<file path="config.mk">
export PLATFORM = sky130hd
export DESIGN_NAME = control_biquad_flat
export DESIGN_NICKNAME = d
export VERILOG_FILES = /design/src/rtl/control_biquad_pkg.sv /design/src/rtl/control_biquad_if.sv /design/src/rtl/control_biquad_mac_wait_counter.sv /design/src/rtl/control_biquad.sv /design/src/flat_wrapper.sv
export SDC_FILE = /design/constraint.sdc
export NUM_CORES = 1
export LEC_CHECK = 0
export BUFFER_PORTS_ARGS = -buffer_cell sky130_fd_sc_hd__buf_2
export CELL_PAD_IN_SITES_DETAIL_PLACEMENT = 0
export CELL_PAD_IN_SITES_GLOBAL_PLACEMENT = 2
export CORE_ASPECT_RATIO = 0.7
export CORE_UTILIZATION = 26
export CTS_CLUSTER_DIAMETER = 200
export CTS_CLUSTER_SIZE = 16
export DETAILED_ROUTE_END_ITERATION = 12
export PLACE_DENSITY_LB_ADDON = 0.08
export SLEW_MARGIN = 30
export SYNTH_ARGS = -nofsm -noshare
export SYNTH_HDL_FRONTEND = slang
export SYNTH_SLANG_ARGS = --single-unit
</file>
<file path="constraint.sdc">
create_clock -name clk -period 3.9 [get_ports clk]
set_clock_uncertainty 0.05 [all_clocks]
set_input_delay 1.17 -clock clk [delete_from_list [all_inputs] [get_ports clk]]
set_output_delay 1.17 -clock clk [all_outputs]
set_load 0.01 [all_outputs]
</file>
<file path="src/rtl/control_biquad_pkg.sv">
// Shared definitions for the biquad sequencer: mux select codes, FSM state
// encodings and the packed control word decoded from the state.
package control_biquad_pkg;

    // Coefficient select (controlS); SEL_ZERO is shared by all three muxes
    localparam logic [2:0] SEL_ZERO = 3'd0;
    localparam logic [2:0] SEL_A1   = 3'd1;
    localparam logic [2:0] SEL_A2   = 3'd2;
    localparam logic [2:0] SEL_B0   = 3'd3;
    localparam logic [2:0] SEL_B1   = 3'd4;
    localparam logic [2:0] SEL_B2   = 3'd5;

    // State select (controlC)
    localparam logic [1:0] SEL_FK1  = 2'd1;
    localparam logic [1:0] SEL_FK2  = 2'd2;
    localparam logic [1:0] SEL_FK   = 2'd3;

    // Addend select (controlZ)
    localparam logic [1:0] SEL_UK   = 2'd1;
    localparam logic [1:0] SEL_YK   = 2'd2;

    typedef enum logic [3:0] {
        ST_IDLE   = 4'd0,
        ST_LOAD_U = 4'd1,
        ST_MAC_A1 = 4'd2,
        ST_MAC_A2 = 4'd3,
        ST_WR_F   = 4'd4,
        ST_MAC_B0 = 4'd5,
        ST_MAC_B1 = 4'd6,
        ST_MAC_B2 = 4'd7,
        ST_WR_Y   = 4'd8,
        ST_DONE   = 4'd9
    } state_t;

    typedef struct packed {
        logic [2:0] sel_s;
        logic [1:0] sel_c;
        logic [1:0] sel_z;
        logic       acc_en;
        logic       acc_clr;
        logic       ld_fk;
        logic       ld_yk;
        logic       shift_en;
        logic       busy;
        logic       done;
    } ctrl_t;

    // States that drive the accumulator and stretch over MAC_LAT+1 cycles
    function automatic logic is_mac(input state_t s);
        return (s == ST_LOAD_U) || (s == ST_MAC_A1) || (s == ST_MAC_A2) ||
               (s == ST_MAC_B0) || (s == ST_MAC_B1) || (s == ST_MAC_B2);
    endfunction

endpackage

</file>
<file path="src/rtl/control_biquad_if.sv">
// Sequencer <-> datapath bundle: start from the sample tick, selects and
// strobes towards muxpa20/MAC/state registers, plus the FSM state for debug.
interface control_biquad_if;
    import control_biquad_pkg::*;

    // start is a valid-only pulse with no ready: it is accepted only while
    // busy==0, any start seen while busy is dropped and flagged by overrun.
    logic       start;
    logic [2:0] controlS;
    logic [1:0] controlC;
    logic [1:0] controlZ;
    logic       acc_en;
    logic       acc_clr;
    logic       ld_fk;
    logic       ld_yk;
    logic       shift_en;
    logic       busy;
    logic       done;
    logic       overrun;
    state_t     state_dbg;

    modport master (
        input  start,
        output controlS, controlC, controlZ, acc_en, acc_clr, ld_fk, ld_yk,
               shift_en, busy, done, overrun, state_dbg
    );

    modport slave (
        output start,
        input  controlS, controlC, controlZ, acc_en, acc_clr, ld_fk, ld_yk,
               shift_en, busy, done, overrun, state_dbg
    );
endinterface

</file>
<file path="src/rtl/control_biquad_mac_wait_counter.sv">
// Per-state wait counter: counts cycles spent in a MAC state and flags the
// final one; cleared on every state change, saturates at MAC_LAT.
module mac_wait_counter #(
    parameter int unsigned MAC_LAT = 0
) (
    input  logic clk,
    input  logic reset,
    input  logic clr,
    input  logic en,
    output logic last
);
    localparam logic [2:0] LIMIT = MAC_LAT[2:0];

    logic [2:0] count;

    always_ff @(posedge clk) begin
        if (!reset) begin
            count <= '0;
        end else if (clr) begin
            count <= '0;
        end else if (en && (count != LIMIT)) begin
            count <= count + 3'd1;
        end
    end

    assign last = (count == LIMIT);
endmodule

</file>
<file path="src/rtl/control_biquad.sv">
// Direct-Form-II biquad sequencer: one start runs u -> f(k) -> y(k) through
// the shared MAC by stepping muxpa20 selects and accumulator/register strobes.
module control_biquad
    import control_biquad_pkg::*;
#(
    parameter int unsigned MAC_LAT = 0
) (
    input  logic             clk,
    input  logic             reset,
    control_biquad_if.master bus
);
    state_t state;
    state_t state_n;
    logic   last;
    logic   overrun_q;
    ctrl_t  ctrl;

    mac_wait_counter #(.MAC_LAT(MAC_LAT)) u_wait (
        .clk   (clk),
        .reset (reset),
        .clr   (state_n != state),
        .en    (is_mac(state)),
        .last  (last)
    );

    always_comb begin
        state_n = state;
        case (state)
            ST_IDLE:   if (bus.start) state_n = ST_LOAD_U;
            ST_LOAD_U: if (last) state_n = ST_MAC_A1;
            ST_MAC_A1: if (last) state_n = ST_MAC_A2;
            ST_MAC_A2: if (last) state_n = ST_WR_F;
            ST_WR_F:   state_n = ST_MAC_B0;
            ST_MAC_B0: if (last) state_n = ST_MAC_B1;
            ST_MAC_B1: if (last) state_n = ST_MAC_B2;
            ST_MAC_B2: if (last) state_n = ST_WR_Y;
            ST_WR_Y:   state_n = ST_DONE;
            ST_DONE:   state_n = ST_IDLE;
            default:   state_n = ST_IDLE;
        endcase
    end

    always_ff @(posedge clk) begin
        if (!reset) begin
            state     <= ST_IDLE;
            overrun_q <= 1'b0;
        end else begin
            state     <= state_n;
            overrun_q <= bus.start && ctrl.busy;
        end
    end

    // Outputs depend only on the state and wait-count registers; selects are
    // held for the whole MAC state, the acc strobes fire on its final cycle.
    always_comb begin
        ctrl      = '0;
        ctrl.busy = 1'b1;
        case (state)
            ST_LOAD_U: begin
                ctrl.sel_z   = SEL_UK;
                ctrl.acc_en  = last;
                ctrl.acc_clr = last;
            end
            ST_MAC_A1: begin
                ctrl.sel_s  = SEL_A1;
                ctrl.sel_c  = SEL_FK1;
                ctrl.acc_en = last;
            end
            ST_MAC_A2: begin
                ctrl.sel_s  = SEL_A2;
                ctrl.sel_c  = SEL_FK2;
                ctrl.acc_en = last;
            end
            ST_WR_F: ctrl.ld_fk = 1'b1;
            ST_MAC_B0: begin
                ctrl.sel_s   = SEL_B0;
                ctrl.sel_c   = SEL_FK;
                ctrl.acc_en  = last;
                ctrl.acc_clr = last;
            end
            ST_MAC_B1: begin
                ctrl.sel_s  = SEL_B1;
                ctrl.sel_c  = SEL_FK1;
                ctrl.acc_en = last;
            end
            ST_MAC_B2: begin
                ctrl.sel_s  = SEL_B2;
                ctrl.sel_c  = SEL_FK2;
                ctrl.acc_en = last;
            end
            ST_WR_Y: begin
                ctrl.ld_yk    = 1'b1;
                ctrl.shift_en = 1'b1;
            end
            ST_DONE: ctrl.done = 1'b1;
            default: ctrl = '0;
        endcase
    end

    assign bus.controlS  = ctrl.sel_s;
    assign bus.controlC  = ctrl.sel_c;
    assign bus.controlZ  = ctrl.sel_z;
    assign bus.acc_en    = ctrl.acc_en;
    assign bus.acc_clr   = ctrl.acc_clr;
    assign bus.ld_fk     = ctrl.ld_fk;
    assign bus.ld_yk     = ctrl.ld_yk;
    assign bus.shift_en  = ctrl.shift_en;
    assign bus.busy      = ctrl.busy;
    assign bus.done      = ctrl.done;
    assign bus.overrun   = overrun_q;
    assign bus.state_dbg = state;
endmodule

</file>
<file path="src/flat_wrapper.sv">
// flat-port wrapper written by rule: the top's interface ports become plain ports
module control_biquad_flat import control_biquad_pkg::*;
#(
    parameter int unsigned MAC_LAT = 0
)
  (clk, reset, bus_start, bus_controlS, bus_controlC, bus_controlZ, bus_acc_en, bus_acc_clr, bus_ld_fk, bus_ld_yk, bus_shift_en, bus_busy, bus_done, bus_overrun, bus_state_dbg);
  control_biquad_if bus_i ();
  input  logic clk;
  input  logic reset;
  input wire logic [$bits(bus_i.start)-1:0] bus_start;
  output wire logic [$bits(bus_i.controlS)-1:0] bus_controlS;
  output wire logic [$bits(bus_i.controlC)-1:0] bus_controlC;
  output wire logic [$bits(bus_i.controlZ)-1:0] bus_controlZ;
  output wire logic [$bits(bus_i.acc_en)-1:0] bus_acc_en;
  output wire logic [$bits(bus_i.acc_clr)-1:0] bus_acc_clr;
  output wire logic [$bits(bus_i.ld_fk)-1:0] bus_ld_fk;
  output wire logic [$bits(bus_i.ld_yk)-1:0] bus_ld_yk;
  output wire logic [$bits(bus_i.shift_en)-1:0] bus_shift_en;
  output wire logic [$bits(bus_i.busy)-1:0] bus_busy;
  output wire logic [$bits(bus_i.done)-1:0] bus_done;
  output wire logic [$bits(bus_i.overrun)-1:0] bus_overrun;
  output wire logic [$bits(bus_i.state_dbg)-1:0] bus_state_dbg;
  assign bus_i.start = bus_start;
  assign bus_controlS = bus_i.controlS;
  assign bus_controlC = bus_i.controlC;
  assign bus_controlZ = bus_i.controlZ;
  assign bus_acc_en = bus_i.acc_en;
  assign bus_acc_clr = bus_i.acc_clr;
  assign bus_ld_fk = bus_i.ld_fk;
  assign bus_ld_yk = bus_i.ld_yk;
  assign bus_shift_en = bus_i.shift_en;
  assign bus_busy = bus_i.busy;
  assign bus_done = bus_i.done;
  assign bus_overrun = bus_i.overrun;
  assign bus_state_dbg = bus_i.state_dbg;
  control_biquad #(.MAC_LAT(MAC_LAT)) u_core (.clk(clk), .reset(reset), .bus(bus_i));
endmodule
</file>
==> Word-level counts from Yosys, hierarchy flattened <==
Index checks and enable logic that the tools add are counted.
Widths: inputs -> output; s select.
{ "word_totals": {"ff_bits": 8, "input_bits": 3, "out_inout_bits": 19, "wordCells": 45} }
{ "op_classes": {"add_sub_neg": 1, "n_eq_ne": 10, "n_mux": 16, "bitwise": 1, "reduce_logical": 14} }
{ "ops": {"columns": ["cell", "count"], "rows": [
  ["$pmux 4 s9", 1],
  ["$mux 4", 7],
  ["$pmux 5 s5", 1],
  ["$eq 4x3->1 const B", 4],
  ["$reduce_or 9->1", 1],
  ["$eq 4x2->1 const B", 2],
  ["$eq 4x4->1 const B", 2],
  ["$mux 1", 6],
  ["$reduce_or 6->1", 1],
  ["$logic_or 1x1->1", 5],
  ["$eq 4x1->1 const B", 1],
  ["$logic_not 4->1", 1],
  ["$ne 4x4->1", 1],
  ["$reduce_or 2->1", 2],
  ["$add 3x1->3 const B", 1],
  ["$logic_not 3->1", 1],
  ["$reduce_bool 3->1", 1],
  ["$logic_and 1x1->1", 2],
  ["$mux 2", 1],
  ["$not 1->1", 1]
]} }

==> Logic depth before layout (Yosys ltp) <==
Gate-level depths: netlist of the first run.
{ "logic_depth": {"word_depth": 7, "mapped_depth": 5, "ltp_nobuf": 5} }

==> Modules after synthesis <==
A second synthesis of the first run with hierarchy kept.
{ "unflattened": {"hier_cells": 79, "hier_area_um2": 594.3} }
{ "modules_own_cells": {"columns": ["module", "n_inst", "cells_per_inst", "area_each_um2", "seq_area_each_um2"], "rows": [
  ["control_biquad", 1, 58, 404.1, 100.1],
  ["mac_wait_counter", 1, 21, 190.2, 60.1]
]} }

==> Worst setup path before layout of the first run <==
OpenSTA, ideal clock, no wires.
{ "synth_timing": {"kind": "flip-flop to output port", "from": "register u_core.state[2] (netlist: u_core.bus.state_dbg[2])", "to": "output port bus_ld_fk", "arrival_time_ns": 1.184, "required_ns": 2.680, "path_slack_ns": 1.496, "path_stages_with_launch": 3, "path_buffers": 1, "cell_sequence": "dfxtp_1 > buf_1 > nor4b_1"} }
{ "synth_between": {"elab_chain_len": 2} }
{ "synth_rtl": {"columns": ["item", "line_no", "text"], "rows": [
  ["start, declared", "control_biquad.sv:12", "state_t state;"],
  ["start signal, assigned", "control_biquad.sv:48", "state <= state_n;"],
  ["$eq 4x3->1", "control_biquad.sv:58", "case (state)"],
  ["$mux 1", "control_biquad.sv:58", null],
  ["end, declared", "flat_wrapper.sv:16", "output wire logic [$bits(bus_i.ld_fk)-1:0] bus_ld_fk;"]
]} }
No other way between the ends.

==> Final worst setup path of the first run <==
{ "layout_timing": {"from": "register u_core.state[1] (netlist: u_core.bus.state_dbg[1])", "to": "output port bus_busy"} }
{ "layout_between": {"elab_chain_len": 3, "elab_cells_between_ends": 11, "classes_between": "9 x eq/ne; 1 x mux; 1 x reduce/logical"} }
{ "layout_rtl": {"columns": ["item", "line_no", "text"], "rows": [
  ["$eq 4x4->1, or another cell as far along", "control_biquad.sv:58", null],
  ["$reduce_or 9->1 (no line) (*)", null, null],
  ["$mux 1 (*)", "control_biquad.sv:58", null],
  ["end, declared", "flat_wrapper.sv:19", "output wire logic [$bits(bus_i.busy)-1:0] bus_busy;"]
]} }
Every way passes the cells marked *; elsewhere a longest branch is shown, timed or not.

==> results of run 1 <==
flip-flops by register name (all words and copies together) (netlist names):
name	flops
u_core.bus.state_dbg	4
u_core.u_wait.count	3
u_core.bus.overrun	1
routing by layer:
layer  part of all wire  global-route usage  up-vias
met1               0.56               0.166      243
met3              0.078              0.0677        0
met5                  0                   0        -
met4                  0              0.0183        0
li1                   -                   -      280
met2               0.36               0.176       21
synthesized netlist by cell type, types with 3 or more instances:
master / count
sky130_fd_sc_hd__nor3_1: 4
sky130_fd_sc_hd__inv_1: 4
sky130_fd_sc_hd__dfxtp_1: 8
sky130_fd_sc_hd__nand2_1: 5
sky130_fd_sc_hd__nand3b_1: 3
sky130_fd_sc_hd__nand2b_1: 4
sky130_fd_sc_hd__nor2_1: 11
sky130_fd_sc_hd__a21oi_1: 6
through the flow:
stage | area (um2) | power (mW) | utilization | hold slack, ps
final | 656 | 0.241 | 0.345 | 440
after global routing | 656 | 0.259 | 0.345 | 465
after CTS | 656 | 0.245 | 0.345 | 445
after detailed placement | 633 | 0.181 | 0.333 | 438
after global placement | 633 | 0.181 | 0.333 | 429
after floorplan | 543 | 0.155 | - | 415
worst max-delay path, cell delays in order (launching register included):
cell	delay [ps]
sky130_fd_sc_hd__dfxtp_1	730
sky130_fd_sc_hd__nor2_1	160
sky130_fd_sc_hd__mux2i_1	210
sky130_fd_sc_hd__buf_2	160
layout make-up:
type	count	area [um2]
sequential	8	160
inverter	4	15.0
clock buffer	3	22.5
tap	22	27.5
fill	225	1250
timing repair buffer	20	100
multi-input combinational	54	330
report_power, final:
group          internal, mW  switching (mW)  total, mW
combinational        0.0331          0.0379     0.0710
clock                0.0352          0.0285     0.0638
sequential           0.0870          0.0194      0.106
kinds of logic (layout without fill, tap and decap cells):
family / count (synthesis) / in the layout / synth area share
compound gates: 13 / 13 / 0.166
buf+inv: 11 / 27 / 0.0967
simple gates: 34 / 34 / 0.323
mux: 1 / 1 / 0.0184
xor+xnor: 3 / 3 / 0.0484
other cells: 1 / 1 / 0.00691
fa+ha+maj: 2 / 2 / 0.0461
flops: 8 / 8 / 0.295
worst max path at each step:
stage,start,endpoint,slack (ps)
floorplan,u_core.bus.state_dbg[2],bus_ld_fk,1500
global placement,u_core.bus.state_dbg[1],bus_busy,1400
detailed placement,u_core.bus.state_dbg[1],bus_busy,1420
CTS,u_core.bus.state_dbg[1],bus_busy,1150
global route,u_core.bus.state_dbg[3],bus_shift_en,1040
finish,u_core.bus.state_dbg[1],bus_busy,1160
==> results.rst, run 1 <==
.. list-table::
   :header-rows: 1

   * - Metric
     - Value
   * - Post-detailed-route via-to-cell ratio
     - 4.90
   * - Top library cells by usage in the layout, fill and taps aside
     - 20 x sky130_fd_sc_hd__buf_2, 11 x sky130_fd_sc_hd__nor2_1, 8 x sky130_fd_sc_hd__dfxtp_1
   * - Worst flop-to-flop path endpoint
     - u_core.u_wait.count[2]
   * - Peak VDD IR
     - 0.177 mV
   * - Num ports
     - 22
   * - Clk root buf
     - sky130_fd_sc_hd__clkbuf_4
   * - Detail-routed net length per standard cell
     - 11.9 um
   * - Cell Count, Final, Fillers Out
     - 111
   * - Floorplan row count
     - 13
   * - Sequential fraction of the synthesis area
     - 0.295
   * - Routed wire length
     - 1320 um
   * - Flip-flop and latch count after synthesis
     - 8
   * - Clock tree from TritonCTS
     - done
   * - Fmax achieved
     - 365 MHz
   * - DRC violation total after the first TritonRoute iteration
     - 6
   * - Clock buffers created by TritonCTS
     - 3
   * - Resize count post-CTS
     - 0
   * - Horizontal die dimension
     - 56.6 um
   * - Overflow left after global routing
     - 0
   * - Number of instances in the synthesized netlist
     - 73
   * - Register-to-Register Path Depth
     - 3
   * - Buffer count from post-CTS setup fixing
     - 0
   * - RSZ-0062 raised after global routing
     - no
   * - Arrival time at the worst endpoint
     - 1520 ps
   * - Setup slack on the worst flop-to-flop path
     - 2190 ps
   * - Number of buffers inserted by hold repair at cts
     - 0
   * - Worst relative slew slack
     - 0.434
   * - Worst Hold End
     - u_core.u_wait.count[0]
   * - Antenna violations before repair
     - 0
   * - CP Launch Type
     - flop
   * - Data required time at the worst endpoint
     - 2680 ps
   * - Max-cap violations
     - 0
   * - Routed vias
     - 544
   * - Vias in the first global route
     - 445
   * - Most common cell after layout, fill and taps aside
     - sky130_fd_sc_hd__buf_2
   * - Power density cells
     - 368 nW/um2
   * - Post-Syn Area
     - 543 um2
   * - Worst min path class
     - flop to flop
   * - Final weighted congestion in routability-driven placement
     - 0.688
   * - Latest clock arrival within the worst-skew pair
     - 260 ps
   * - Number of nets in the synthesized netlist
     - 78
   * - Hold Crit Start
     - u_core.u_wait.count[0]
   * - Detailed Routing Iterations Pass 1
     - 4
   * - Run status
     - complete, no violations
   * - Critical path endpoint category
     - output port
   * - Final count of hold timing violations
     - 0
   * - Post-DP HPWL
     - 960 um
   * - Area Growth Syn to Fin
     - 20.7%
   * - Final WS setup
     - 1160 ps
   * - Clock period minus final worst setup slack
     - 2740 ps
   * - Largest net degree at the start of global routing
     - 19
   * - Clock Sinks
     - 8
   * - Async set or reset register ratio after synthesis
     - 0
   * - CP max FO
     - 18
   * - Top cell type by total area after synthesis
     - sky130_fd_sc_hd__dfxtp_1
   * - Measured slew at the worst slew-check pin
     - 838 ps
   * - Global-route wire length before repair
     - 2070 um
   * - Mean cell area of the mapped netlist
     - 7.44 um2
   * - Top-area cell type share of the netlist area
     - 0.295
   * - Main synth FF type
     - sky130_fd_sc_hd__dfxtp_1
   * - Leakage power
     - 0.303 nW
   * - Total Negative Setup Slacks
     - 0 ps
   * - Die height
     - 40.2 um
   * - Period utilisation layout
     - 0.703
   * - Core Area
     - 1900 um2
   * - Clock edge transition at the registers on the reported setup and hold paths
     - 60 ps
   * - Reg-to-reg startpoint
     - u_core.bus.state_dbg[2]
   * - Total GRT Usage
     - 0.124
   * - Worst hold path cell count
     - 2
   * - Placement Setup Slack
     - 1420 ps
   * - Count of distinct cell types in the synthesized netlist
     - 31
   * - Number of pins with negative max-slew slack in the final report
     - 0
   * - Total number of yosys warnings
     - 0
   * - Inserted Diodes
     - 0
   * - Type of the worst setup path
     - flop to output port
   * - EDFF count, synth
     - 0
   * - Synth area leaders
     - sky130_fd_sc_hd__dfxtp_1 29%, sky130_fd_sc_hd__nor2_1 7.6%, sky130_fd_sc_hd__a21oi_1 5.5%
   * - Initial core utilization
     - 0.285
   * - Setup violation total in the final timing report
     - 0
   * - Number of nets still failing antenna checks after routing
     - 0
   * - # DRC
     - 0
   * - Layout cell share with drive strength beyond 1
     - 0.270
   * - Clock H-tree levels
     - 1
   * - Inst Count DP
     - 108
   * - Area of the die
     - 2280 um2
   * - Nets@finish
     - 96
   * - Clk buf depth
     - 2
   * - Number of port buffers
     - 20
No activity file was read; power rests on OpenSTA's default activity.
==> run 2, diff against run 1 <==
- ABC_AREA: not set -> 1
- CORE_UTILIZATION: 26 -> 23
- clock period: 3.9 -> 2.8 ns (I/O delays scaled with it)
==> run 2 against run 1 <==
Against the previous run: final cell count grew 34%; area after synthesis grew 11%; largest cell class unchanged; non-clock buffer count is the same; die area grew 25%; count of clock-buffer cells in the layout is the same; synthesized cell count grew 30%; combinational power grew 65%; flip-flop and latch count is the same.
==> results.rst, run 2 <==
.. list-table::
   :header-rows: 1

   * - Metric
     - Value
   * - Sequential cell area
     - 161 um2
   * - Mean cell area of the mapped netlist
     - 6.36 um2
   * - Sequential fraction of the synthesis area
     - 0.265
   * - Period utilisation layout
     - 0.878
   * - Latest clock arrival within the worst-skew pair
     - 230 ps
   * - Initial core utilization
     - 0.244
   * - Crit-path most repeated cell
     - sky130_fd_sc_hd__nand2_1
   * - Total number of yosys warnings
     - 0
   * - EDFF count, synth
     - 0
   * - Critical path endpoint category
     - output port
   * - Worst min path class
     - flop to flop
   * - Horizontal die dimension
     - 63.3 um
   * - Routed wire length on met3
     - 141 um
   * - Async set or reset register ratio after synthesis
     - 0
   * - Antenna violations before repair
     - 0
   * - Worst path cell trace
     - clkinv_4, nand2_1, inv_1, nand2_1, nand2_1, inv_1, nand2_1, nor2_1, inv_1, buf_2
   * - Clock H-tree levels
     - 1
   * - Delay-heaviest family, CP
     - flip-flops
   * - Top library cells by usage in the layout, fill and taps aside
     - 20 x sky130_fd_sc_hd__nand2_1, 20 x sky130_fd_sc_hd__buf_2, 16 x sky130_fd_sc_hd__nor2_1
   * - Clock buffers created by TritonCTS
     - 3
   * - Largest net degree at the start of global routing
     - 10
   * - Most numerous cell in the Yosys netlist
     - sky130_fd_sc_hd__nand2_1
   * - Max-cap violations
     - 0
   * - Count of distinct cell types in the synthesized netlist
     - 24
   * - # DRC
     - 0
   * - Peak per-stage delay on the critical path
     - 460 ps
   * - Cell at the slowest stage of the critical path
     - sky130_fd_sc_hd__dfxtp_2
   * - Vias in the first global route
     - 519
   * - Worst hold path cell count
     - 2
   * - Number of port buffers
     - 20
   * - Post-DP HPWL
     - 1340 um
   * - Clock period minus final worst setup slack
     - 2460 ps
   * - Fmax achieved
     - 407 MHz
   * - Type of the worst setup path
     - flop to output port
   * - Inserted Diodes
     - 0
   * - Buffer and inverter count on the worst path
     - 5
   * - Layout cell share with drive strength beyond 1
     - 0.304
   * - Synth area leaders
     - sky130_fd_sc_hd__dfxtp_1 27%, sky130_fd_sc_hd__nand2_1 12%, sky130_fd_sc_hd__nor2_1 9.9%
   * - Cell Count, Final, Fillers Out
     - 149
   * - Power density cells
     - 513 nW/um2
   * - Leakage power
     - 0.419 nW
   * - Register-to-Register Path Depth
     - 9
   * - Buffer count from post-CTS setup fixing
     - 0
   * - Flip-flop and latch count after synthesis
     - 8
   * - Reg-to-reg startpoint
     - u_core.u_wait.count[0]
   * - Num ports
     - 22
   * - Post-Syn Area
     - 604 um2
   * - Commonest cells post-synth
     - 20 x sky130_fd_sc_hd__nand2_1, 16 x sky130_fd_sc_hd__nor2_1, 15 x sky130_fd_sc_hd__inv_1
   * - Top-area cell type share of the netlist area
     - 0.265
   * - Clock tree from TritonCTS
     - done
   * - Worst Hold End
     - u_core.u_wait.count[2]
   * - Final count of hold timing violations
     - 0
   * - Number of nets in the synthesized netlist
     - 100
   * - Uppermost signal routing layer after detailed routing
     - met4
   * - Fill count
     - 282
   * - Detailed Routing Iterations Pass 1
     - 4
   * - Inst Count DP
     - 146
   * - RSZ-0062 raised after global routing
     - no
   * - Number of pins with negative max-slew slack in the final report
     - 0
   * - Final weighted congestion in routability-driven placement
     - 0.756
   * - Clock Sinks
     - 8
   * - Area Growth Syn to Fin
     - 26.3%
   * - Setup violation total in the final timing report
     - 0
   * - Floorplan row count
     - 15
   * - Global-route wire length before repair
     - 2660 um
   * - Die height
     - 44.9 um
   * - Clock edge transition at the registers on the reported setup and hold paths
     - 50 ps
   * - Total GRT Usage
     - 0.135
   * - Main synth FF type
     - sky130_fd_sc_hd__dfxtp_1
   * - Area of the die
     - 2840 um2
   * - Clk buf depth
     - 2
   * - Arrival time at the worst endpoint
     - 1570 ps
   * - Met2 wire length
     - 680 um
   * - Post-detailed-route via-to-cell ratio
     - 4.32
   * - Peak VDD IR
     - 0.184 mV
   * - DRC violation total after the first TritonRoute iteration
     - 22
   * - Overflow left after global routing
     - 0
   * - Number of flip-flops in the largest register
     - 4
   * - CP max FO
     - 9
   * - Worst hold margin
     - 485 ps
   * - Setup slack on the worst flop-to-flop path
     - 1280 ps
   * - Total Negative Setup Slacks
     - 0 ps
   * - Area used by multi-input combinational logic
     - 345 um2
   * - Routed vias
     - 644
   * - Total routed wire length on the met1 layer
     - 867 um
   * - Worst flop-to-flop path endpoint
     - u_core.u_wait.count[1]
   * - Core Area
     - 2480 um2
   * - Clk root buf
     - sky130_fd_sc_hd__clkbuf_8
   * - CP Launch Type
     - flop
   * - Run status
     - complete, no violations
   * - Detail-routed net length per standard cell
     - 11.5 um
   * - Number of nets still failing antenna checks after routing
     - 0
   * - Hold Crit Start
     - u_core.u_wait.count[2]
   * - Data required time at the worst endpoint
     - 1910 ps
   * - Routed wire length
     - 1710 um
   * - Top cell type by total area after synthesis
     - sky130_fd_sc_hd__dfxtp_1
   * - Number of instances in the synthesized netlist
     - 95
   * - Nets@finish
     - 122
run 2: cell count changes after synthesis, moves of 3 or more:
cell,before,now
sky130_fd_sc_hd__nand3b_1,3,0
sky130_fd_sc_hd__nor2_2,0,3
sky130_fd_sc_hd__inv_1,4,15
sky130_fd_sc_hd__a21oi_1,6,3
sky130_fd_sc_hd__nand2_1,5,20
sky130_fd_sc_hd__nor2_1,11,16
sky130_fd_sc_hd__nand2b_1,4,0
run 2: area by class of cell:
type,instances,area share
Clock buffer,3,0.0541
Inverter,18,0.0951
Multi-Input combinational cell,66,0.452
Sequential cell,8,0.211
Tap cell,34,0.0557
Timing Repair Buffer,20,0.131
run 2: worst max path at each step:
stage	start	endpoint	depth (start not counted)
2_1_floorplan	u_core.bus.state_dbg[3]	bus_busy	10
3_3_place_gp	u_core.bus.state_dbg[3]	bus_busy	10
4_1_cts	u_core.bus.state_dbg[3]	bus_busy	10
6_report	u_core.bus.state_dbg[3]	bus_busy	10
5_1_grt	u_core.bus.state_dbg[3]	bus_busy	10
3_5_place_dp	u_core.bus.state_dbg[3]	bus_busy	10
run 2: cells by family (layout without fill, tap and decap cells):
group	Yosys count	count (layout)	share of synthesized area
buffers and inverters	21	41	0.164
adders and majority gates	2	2	0.0414
AOI/OAI and AO/OA	10	10	0.0952
other	1	1	0.00621
xor gates and xnor gates	1	1	0.0145
DFF	8	8	0.265
and+or+nand+nor	52	52	0.414
run 2: metrics by stage:
step	utilization	total power [mW]	cell area (um2)	setup WS, ps
global placement	0.291	0.255	721	535
finish	0.308	0.391	763	343
CTS	0.308	0.398	762	175
detailed placement	0.291	0.250	721	444
global route	0.308	0.420	763	162
floorplan	-	0.210	604	777
run 2: report_power, final:
part | internal (mW) | leakage, nW | total (mW) | switching [mW]
sequential | 0.121 | 0.0655 | 0.131 | 0.0101
combinational | 0.0420 | 0.332 | 0.117 | 0.0751
clock | 0.0936 | 0.0216 | 0.144 | 0.0500
total | 0.256 | 0.419 | 0.391 | 0.135
run 2: worst register-to-register path: cells and delay by family, from the launching register on:
kind	cells	cell delay, ps
buffers and inverters	2	120
AND/OR/NAND/NOR	5	530
adder cells (fa/ha/maj)	1	240
AO/OA/AOI/OAI	1	190
flip-flops	1	330
run 2: metal layers:
metal  up-vias  track usage
li1        329            -
met1       285        0.196
met2        28        0.168
met3         2       0.0530
met4         0       0.0682
met5         -            0
run 2: repair_timing:
| item | CTS | global route |
|---|---|---|
| endpoints found under the setup margin | 0 | 1 |
| hold buffers | 0 | 0 |
| gates resized for setup | 0 | 1 |
==> run 3, diff against run 2 <==
- CELL_PAD_IN_SITES_DETAIL_PLACEMENT: 0 -> not set
- CELL_PAD_IN_SITES_GLOBAL_PLACEMENT: 2 -> not set
- CORE_AREA: not set -> 2 2 39 41
- CORE_ASPECT_RATIO: 0.7 -> not set
- CORE_UTILIZATION: 23 -> not set
- DIE_AREA: not set -> 0 0 41 43
- GPL_TIMING_DRIVEN: not set -> 1
==> run 3 against run 2 <==
Against the previous run: combinational power hardly changed; first-iteration DRC count shrank 27%; count of clock-buffer cells in the layout is the same; worst setup slack got worse by 120 ps; sequential share of layout area increased by 1.1 points; non-clock buffer count unchanged; via count down 5.6%; global-route usage rose by 3.4 points; largest cell class unchanged; die area shrank 38%; hold slack lost 6.1 ps.
==> results.rst, run 3 (same netlist as run 2, synthesis figures left out) <==
.. list-table::
   :header-rows: 1

   * - Metric
     - Value
   * - Run status
     - complete, no violations
   * - Final count of hold timing violations
     - 0
   * - Fraction of the core area covered by cells at the end of the flow
     - 0.521
   * - Clock H-tree levels
     - 1
   * - Power density cells
     - 462 nW/um2
   * - Clk root buf
     - sky130_fd_sc_hd__clkbuf_4
   * - Routed wire length
     - 1320 um
   * - Total GRT Usage
     - 0.169
   * - Peak VDD IR
     - 0.252 mV
   * - Type of the worst setup path
     - flop to output port
   * - # DRC
     - 0
   * - Post-DP HPWL
     - 1090 um
   * - Clock buffers created by TritonCTS
     - 3
   * - Top library cells by usage in the layout, fill and taps aside
     - 20 x sky130_fd_sc_hd__nand2_1, 20 x sky130_fd_sc_hd__buf_2, 16 x sky130_fd_sc_hd__nor2_1
   * - CP Launch Type
     - flop
   * - Initial core utilization
     - 0.437
   * - Setup violation total in the final timing report
     - 0
   * - Horizontal die dimension
     - 41 um
   * - Area Growth Syn to Fin
     - 19.3%
   * - Final weighted congestion in routability-driven placement
     - 0.789
   * - Overflow left after global routing
     - 0
   * - Period utilisation layout
     - 0.920
   * - Crit-path most repeated cell
     - sky130_fd_sc_hd__nand2_1
   * - Critical path origin
     - u_core.bus.state_dbg[3]
   * - CP max FO
     - 9
   * - Vias in the first global route
     - 497
   * - Delay-heaviest family, CP
     - flip-flops
   * - Post-detailed-route via-to-cell ratio
     - 4.64
   * - Latest clock arrival within the worst-skew pair
     - 250 ps
   * - Num ports
     - 22
   * - Area used by multi-input combinational logic
     - 345 um2
   * - Inst Count DP
     - 128
   * - Fmax achieved
     - 388 MHz
   * - Resize count post-CTS
     - 0
   * - Worst min path class
     - flop to flop
   * - Number of pins with negative max-slew slack in the final report
     - 0
   * - Worst path cell trace
     - clkinv_4, nand2_1, inv_1, nand2_1, nand2_1, inv_1, nand2_1, nor2_1, inv_1, buf_2
   * - Power Total
     - 333 uW
   * - Largest net degree at the start of global routing
     - 10
   * - Cell Count, Final, Fillers Out
     - 131
   * - Number of port buffers
     - 20
   * - DRC violation total after the first TritonRoute iteration
     - 16
   * - Area of the die
     - 1760 um2
   * - Clock period minus final worst setup slack
     - 2580 ps
   * - RSZ-0062 raised after global routing
     - no
   * - Antenna violations before repair
     - 0
   * - Fill count
     - 151
   * - Hold Crit Start
     - u_core.u_wait.count[2]
   * - Arrival time at the worst endpoint
     - 1690 ps
   * - Clock tree from TritonCTS
     - done
   * - Worst hold margin
     - 479 ps
   * - Core Area
     - 1380 um2
   * - Buffer count from post-CTS setup fixing
     - 0
   * - Peak per-stage delay on the critical path
     - 560 ps
   * - Layout cell share with drive strength beyond 1
     - 0.296
   * - Clk buf depth
     - 2
   * - Number of buffers inserted by hold repair at cts
     - 0
   * - Number of nets still failing antenna checks after routing
     - 0
   * - Max-cap violations
     - 0
   * - Buffer and inverter count on the worst path
     - 5
   * - Clock Sinks
     - 8
   * - Critical path endpoint category
     - output port
   * - Inserted Diodes
     - 0
   * - Data required time at the worst endpoint
     - 1910 ps
   * - Total Negative Setup Slacks
     - 0 ps
   * - Detail-routed net length per standard cell
     - 10.1 um
   * - Nets@finish
     - 122
   * - Die height
     - 43 um
   * - Routed vias
     - 608
   * - Global-route wire length before repair
     - 2000 um
   * - Leakage power
     - 0.411 nW
   * - Cell at the slowest stage of the critical path
     - sky130_fd_sc_hd__dfxtp_1
   * - Reg-to-reg startpoint
     - u_core.bus.state_dbg[3]
   * - Floorplan row count
     - 14
   * - Clock edge transition at the registers on the reported setup and hold paths
     - 60 ps
   * - Detailed Routing Iterations Pass 1
     - 4
   * - Number of flip-flops in the largest register
     - 4
   * - Sequential cell area
     - 160 um2
run 3: cell types whose count changed in the layout (fill, tap and decap cells not counted):
cell / change
sky130_fd_sc_hd__clkbuf_8: -3
sky130_fd_sc_hd__dfxtp_1: +1
sky130_fd_sc_hd__clkbuf_4: +3
sky130_fd_sc_hd__dfxtp_2: -1
run 3: layer usage:
metal | routed length [um] | part of all wire | global-route usage | vias up
li1 | - | - | - | 330
met1 | 641 | 0.48 | 0.250 | 266
met2 | 625 | 0.47 | 0.219 | 10
met3 | 45 | 0.034 | 0.0471 | 2
met4 | 11 | 0.0083 | 0.0800 | 0
met5 | 0 | 0 | 0 | -
run 3: worst paths after layout:
check,endpoint,depth (start not counted),slack [ps]
max,bus_busy,10,220
min,u_core.u_wait.count[2],2,480
max reg2reg,u_core.u_wait.count[1],8,1320
min reg2reg,u_core.u_wait.count[2],2,480
run 3: metrics by stage:
step | area, um2 | worst slack, ps
6_report | 721 | 225
5_1_grt | 721 | 10.5
4_1_cts | 721 | 219
3_5_place_dp | 698 | 497
3_3_place_gp | 698 | 562
2_1_floorplan | 604 | 777
run 3: report_power, final:
group          switching, mW  internal [mW]  leakage, nW
registers            0.00911          0.120       0.0650
logic                 0.0726         0.0420        0.332
clock network         0.0403         0.0491       0.0138
run 3: worst reg2reg max path, cell delays in order (launching register included):
cell and delay [ps]:
sky130_fd_sc_hd__dfxtp_1 560, sky130_fd_sc_hd__clkinv_4 110, sky130_fd_sc_hd__nand3_1 130, sky130_fd_sc_hd__nor2_1 60, sky130_fd_sc_hd__nor2_2 150, sky130_fd_sc_hd__nand3_1 90
sky130_fd_sc_hd__nand2_1 80, sky130_fd_sc_hd__nand3_2 90, sky130_fd_sc_hd__nor2_1 100
run 3: cell type report:
| cell class | count | area share |
|---|---|---|
| clock buffer | 3 | 0.0313 |
| multi-input combinational | 66 | 0.479 |
| tap | 16 | 0.0278 |
| sequential | 8 | 0.222 |
| timing repair buffer | 20 | 0.139 |
| inverter | 18 | 0.101 |
